## config.mk

```make
export PLATFORM = sky130hd
export DESIGN_NAME = mole_field
export DESIGN_NICKNAME = d
export VERILOG_FILES = /design/src/rtl/mole_pkg.sv /design/src/rtl/mole_field_toggle_sync.sv /design/src/rtl/mole_field.sv
export SDC_FILE = /design/constraint.sdc
export NUM_CORES = 1
export LEC_CHECK = 0
export CORE_MARGIN = 5
export CORE_UTILIZATION = 45
export CTS_BUF_LIST = sky130_fd_sc_hd__clkbuf_8
export DETAILED_ROUTE_END_ITERATION = 8
export SYNTH_ARGS = -nofsm -noshare
export SYNTH_HDL_FRONTEND = slang
export SYNTH_SLANG_ARGS = --single-unit
```

## constraint.sdc

```tcl
create_clock -name clk -period 23.2 [get_ports clk]
set_input_delay 2.32 -clock clk [delete_from_list [all_inputs] [get_ports clk]]
set_output_delay 2.32 -clock clk [all_outputs]
set_load 0.02 [all_outputs]
```

## src/rtl/mole_pkg.sv

```systemverilog
// Shared types and helpers for the whack-a-mole engine.
package mole_pkg;

   typedef enum logic [1:0] {
      ST_IDLE,
      ST_PLAY,
      ST_DONE
   } state_t;

   localparam int unsigned ESC_W   = 16;
   localparam int unsigned ROUND_W = 8;

   // Number of set bits in a vector of up to 64 bits.
   function automatic int unsigned popcount(input logic [63:0] v);
      int unsigned n;
      n = 0;
      for (int unsigned i = 0; i < 64; i++) begin
         if (v[i]) n++;
      end
      return n;
   endfunction

endpackage

```

## src/rtl/mole_field_toggle_sync.sv

```systemverilog
// Two-flop synchroniser for the raw slide switches plus a one-cycle buffer;
// toggle flags any edge (either direction) seen on the synchronised switch.
module toggle_sync #(
   parameter int unsigned W = 1
) (
   input  logic         clk,
   input  logic         rst,
   input  logic [W-1:0] din,
   output logic [W-1:0] toggle
);

   logic [W-1:0] meta;
   logic [W-1:0] sync;
   logic [W-1:0] buffer;

   // Synchronise the asynchronous inputs and keep the previous synchronised value.
   always_ff @(posedge clk or negedge rst) begin
      if (!rst) begin
         meta   <= '0;
         sync   <= '0;
         buffer <= '0;
      end else begin
         meta   <= din;
         sync   <= meta;
         buffer <= sync;
      end
   end

   assign toggle = sync ^ buffer;

endmodule

```

## src/rtl/mole_field.sv

```systemverilog
// Whack-a-mole engine: timed spawn rounds, switch-toggle hits/misses,
// saturating weighted score and escaped-mole counter.
module mole_field
   import mole_pkg::*;
#(
   parameter int unsigned N_MOLES      = 10,
   parameter int unsigned SCORE_W      = 24,
   parameter int unsigned PERIOD_W     = 28,
   parameter int unsigned SPAWN_PERIOD = 200000000,
   parameter int unsigned ROUNDS       = 30,
   parameter int unsigned HIT_PTS      = 1,
   parameter int unsigned MISS_PTS     = 1
) (
   input  logic               clk,
   input  logic               rst,
   input  logic               start,
   input  logic [N_MOLES-1:0] random,
   input  logic [N_MOLES-1:0] switch,
   output logic [N_MOLES-1:0] moles,
   output logic [SCORE_W-1:0] score,
   output logic [ESC_W-1:0]   escapes,
   output logic [ROUND_W-1:0] round,
   output logic               busy,
   output logic               done
);

   localparam int unsigned DELTA_W = SCORE_W + $clog2(N_MOLES) + 2;
   localparam logic [PERIOD_W-1:0] CNT_LAST = PERIOD_W'(SPAWN_PERIOD - 1);
   localparam logic signed [DELTA_W-1:0] SCORE_MAX = DELTA_W'({SCORE_W{1'b1}});

   state_t              state, state_next;
   logic [PERIOD_W-1:0] count, count_next;
   logic [N_MOLES-1:0]  moles_next;
   logic [SCORE_W-1:0]  score_next;
   logic [ESC_W-1:0]    escapes_next;
   logic [ROUND_W-1:0]  round_next;
   logic                done_next;

   logic [N_MOLES-1:0]  toggle;
   logic [N_MOLES-1:0]  hit_mask;
   logic [N_MOLES-1:0]  miss_mask;
   logic [N_MOLES-1:0]  kept;
   logic [N_MOLES-1:0]  onehot;
   logic [N_MOLES-1:0]  pattern;
   logic                play;
   logic                tick;
   logic                last;
   logic [DELTA_W-1:0]  hit_n;
   logic [DELTA_W-1:0]  miss_n;
   logic signed [DELTA_W-1:0] delta;
   logic signed [DELTA_W-1:0] sum;
   logic [SCORE_W-1:0]  score_sat;
   logic [ESC_W:0]      esc_sum;
   logic [ESC_W-1:0]    esc_sat;

   toggle_sync #(.W(N_MOLES)) u_sync (
      .clk    (clk),
      .rst    (rst),
      .din    (switch),
      .toggle (toggle)
   );

   assign busy = (state == ST_PLAY);

   // Hit/miss judgement, saturated score, spawn pattern and escape accumulation.
   always_comb begin
      play      = (state == ST_PLAY);
      tick      = play && (count == '0);
      last      = tick && (round == ROUND_W'(ROUNDS));
      hit_mask  = play ? (toggle & moles)  : '0;
      miss_mask = play ? (toggle & ~moles) : '0;
      kept      = moles & ~hit_mask;

      hit_n  = DELTA_W'(popcount(64'(hit_mask)));
      miss_n = DELTA_W'(popcount(64'(miss_mask)));
      delta  = hit_n * DELTA_W'(HIT_PTS) - miss_n * DELTA_W'(MISS_PTS);
      sum    = DELTA_W'(score) + delta;
      if (sum[DELTA_W-1])       score_sat = '0;
      else if (sum > SCORE_MAX) score_sat = '1;
      else                      score_sat = sum[SCORE_W-1:0];

      for (int unsigned i = 0; i < N_MOLES; i++) begin
         onehot[i] = (i == (32'(round) % N_MOLES));
      end
      pattern = (random == '0) ? onehot : random;

      // Hit lamps are removed before counting, so a same-cycle hit is never an escape.
      esc_sum = {1'b0, escapes} + (ESC_W + 1)'(popcount(64'(kept)));
      esc_sat = esc_sum[ESC_W] ? '1 : esc_sum[ESC_W-1:0];
   end

   // Game FSM next state and next datapath values.
   always_comb begin
      state_next   = state;
      count_next   = count;
      moles_next   = kept;
      score_next   = score_sat;
      escapes_next = escapes;
      round_next   = round;
      done_next    = 1'b0;
      case (state)
         ST_IDLE, ST_DONE: begin
            if (start) begin
               state_next   = ST_PLAY;
               count_next   = '0;
               moles_next   = '0;
               score_next   = '0;
               escapes_next = '0;
               round_next   = '0;
            end
         end
         ST_PLAY: begin
            count_next = (count == CNT_LAST) ? '0 : count + 1'b1;
            if (tick) begin
               escapes_next = esc_sat;
               if (last) begin
                  state_next = ST_DONE;
                  moles_next = '0;
                  done_next  = 1'b1;
               end else begin
                  moles_next = pattern;
                  round_next = round + 1'b1;
               end
            end
         end
         default: state_next = ST_IDLE;
      endcase
   end

   // State and datapath registers.
   always_ff @(posedge clk or negedge rst) begin
      if (!rst) begin
         state   <= ST_IDLE;
         count   <= '0;
         moles   <= '0;
         score   <= '0;
         escapes <= '0;
         round   <= '0;
         done    <= 1'b0;
      end else begin
         state   <= state_next;
         count   <= count_next;
         moles   <= moles_next;
         score   <= score_next;
         escapes <= escapes_next;
         round   <= round_next;
         done    <= done_next;
      end
   end

endmodule

```

==> impl_metrics.json <==
{
  "status": "finished clean",
  "post_cts_resized": 0,
  "cts_setup_buffers": 0,
  "nets": 1366,
  "hold_buffers": 0,
  "dp_slack_ns": 13.01,
  "die_w_um": 159,
  "skew_ns": 0.0133,
  "placementRows": 54,
  "synth-edff-count": 0,
  "power.share.clock_pct": 11.9,
  "power_mw": 1.69,
  "pwr-share-seq_pct": 18.6,
  "cp.required_ns": 23.55,
  "final_common_cell": "nand2_1",
  "core_region_area_mm2": 0.0219,
  "area_growth_syn_to_layout_pct": 15.0,
  "sw_frac_of_total_pct": 47.1,
  "pwr-share-comb_pct": 69.5,
  "clkTransAtPathRegs_ns": 0.08,
  "critPathLaunchType": "register",
  "netlist_instances": 1184,
  "cts_buffers": 17,
  "post-dp-hpwl_mm": 19.0,
  "drt-pass1-iter-count": 5,
  "cts_tree": "yes",
  "nFillCells": 2110,
  "clock_latency_ns": 0.45,
  "path_common_cell": "ha_1",
  "grt_first_pass_wirelength_mm": 42.5,
  "power_density_mw_per_mm2": 147,
  "avgSynthCellArea_um2": 8.48,
  "pin_count": 83,
  "root_buffer": "clkbuf_8",
  "period_share_pct": 44.2,
  "hold_ws_ns": 0.353,
  "synth_seq_area_share_pct": 29.7,
  "grt_pass1_vias": 8317,
  "synth_cell_types": 89,
  "min_period_ns": 10.26,
  "drive_gt1_share_pct": 6.67,
  "final_hold_viol_count": 0,
  "p_sw_mw": 0.799,
  "slew_viol_final": 0,
  "synth_ff_type": "dfrtp_1",
  "cp.arrival_ns": 10.61,
  "clock_path_buffers": 2,
  "fmax_ghz": 0.0974,
  "max_cap_viol_count": 0,
  "cpPeakStageDelay_ns": 0.52,
  "totalWireLength_mm": 25.3,
  "post_drt_wl_per_cell_um": 16.3,
  "cts_max_level": 4,
  "diodes": 0,
  "rsz0062_at_grt": "false",
  "viasPerCell": 5.61,
  "grt_max_degree": 71,
  "synthesis.area_mm2": 0.0100,
  "worstMarginPinSlew_ns": 1.18,
  "ant_nets": 0,
  "start_util_pct": 45.8,
  "p_int_mw": 0.896,
  "synth_seq_cells": 119,
  "setup_viol": 0,
  "antenna_found_initial": 0,
  "drt_iter0_drc": 557,
  "portBuffers": 82,
  "overflow": 0,
  "drc_errors": 0,
  "yosysWarningCount": 0,
  "hp-class": "reg2reg",
  "vias": 8715,
  "die_area_mm2": 0.0254,
  "async_flop_share_pct": 100,
  "max_slew_margin_pct": 21.2,
  "worst-setup-path-type": "reg2reg",
  "die_h_um": 159,
  "leakagePower_nw": 5.23,
  "grt_usage_pct": 19.9,
  "cts.sinks": 119,
  "endpoint_kind": "register",
  "path_max_fanout": 27,
  "worst_slack_ns": 12.94,
  "place_congestion": 0.891,
  "cpMaxStageDelayCell": "a311oi_1",
  "ir_drop_mv": 0.129,
  "fin_tns_setup_ns": 0,
  "final_cell_mix": "127 x nand2_1, 119 x dfrtp_1, 96 x inv_1"
}
==> area by class of cell <==
| type | count | area, um^2 | area share (%) |
|---|---|---|---|
| clock buffers | 20 | 275 | 2.38 |
| clock inverters | 10 | 129 | 1.12 |
| inverters | 97 | 367 | 3.18 |
| multi-input cells | 937 | 6560 | 56.8 |
| flip-flops and latches | 119 | 2980 | 25.8 |
| well taps | 280 | 350 | 3.03 |
| repair buffers | 91 | 886 | 7.67 |
==> power by group through the flow <==
stage	combinational, mW	clock, mW	sequential (mW)
finish	1.18	0.201	0.315
global route	1.34	0.215	0.323
CTS	1.18	0.207	0.317
detailed placement	1.17	0	0.320
global placement	1.15	0	0.319
floorplan	0.882	0	0.337
==> registers in the layout, summed over array words and instances, names as in the netlist <==
signal         cells
u_sync.buffer     10
done               1
score             24
count             28
u_sync.meta       10
u_sync.sync       10
round              8
moles             10
state              2
escapes           16
==> synth_stat cells, types with 9 or more instances <==
| cell type | n | area [um^2] |
|---|---|---|
| a21o_1 | 17 | 128 |
| a21oi_1 | 87 | 435 |
| a31oi_1 | 12 | 75.1 |
| and2_1 | 12 | 75.1 |
| and3_1 | 24 | 150 |
| clkbuf_1 | 30 | 113 |
| dfrtp_1 | 119 | 2980 |
| fa_1 | 11 | 220 |
| ha_1 | 69 | 863 |
| inv_1 | 95 | 357 |
| mux2_2 | 10 | 113 |
| nand2_1 | 127 | 477 |
| nand2b_1 | 16 | 100 |
| nand3_1 | 37 | 185 |
| nand4_1 | 20 | 125 |
| nor2_1 | 75 | 282 |
| nor2b_1 | 9 | 56.3 |
| nor3_1 | 18 | 90.1 |
| nor4_1 | 17 | 106 |
| o21ai_0 | 86 | 430 |
| o21bai_1 | 13 | 97.6 |
| o31ai_1 | 11 | 82.6 |
| xnor2_1 | 57 | 499 |
| xnor2_2 | 9 | 146 |
| xor2_1 | 37 | 324 |
==> cells by family (layout without fill, tap and decap cells) <==
kind of cell               Yosys count  in the layout  share of synthesized area (%)
muxes                               18             18                           1.92
buffers and inverters              138            218                           5.40
AOI/OAI and AO/OA                  310            310                           19.4
and+or+nand+nor                    401            401                           20.4
adders and majority gates           81             81                           10.9
DFF                                119            119                           29.7
other                                2             12                         0.0748
xor gates and xnor gates           115            115                           12.2
==> metal layers <==
| metal | vias to the layer above | GRT usage [%] | part of all wire, % |
|---|---|---|---|
| met2 | 175 | 32.8 | 47 |
| met4 | 0 | 4.42 | 1.2 |
| met5 | - | 0 | 0 |
| li1 | 4346 | - | - |
| met3 | 24 | 3.11 | 3.8 |
| met1 | 4170 | 27.8 | 48 |
==> worst max-delay path: cells and delay by family (launching register included) <==
kind | cells | cell delay, ns
xor+xnor | 2 | 0.29
mux | 4 | 1.01
fa+ha+maj | 11 | 3.42
compound gates | 10 | 2.42
flops | 1 | 0.38
simple gates | 11 | 2.22
buf+inv | 3 | 0.39
==> per-stage QoR <==
step	cells	area (um^2)	util, %
3_5_place_dp	1524	11100	50.9
3_3_place_gp	1524	11100	50.9
2_1_floorplan	1194	10100	-
5_1_grt	1554	11500	52.7
4_1_cts	1554	11500	52.7
6_report	1554	11500	52.7
==> final timing paths <==
check	start	end	slack [ns]	cells after the start
setup / recovery	state[1]	score[2]	12.94	41
hold / removal	u_sync.meta[5]	u_sync.sync[5]	0.35	0
setup reg to reg	state[1]	score[2]	12.94	41
hold reg to reg	u_sync.meta[5]	u_sync.sync[5]	0.35	0
max in group asynchronous	rst	score[2]	19.94	2
min in group asynchronous	rst	escapes[8]	1.89	1
Note: power is estimated with default switching activity, not from simulation.
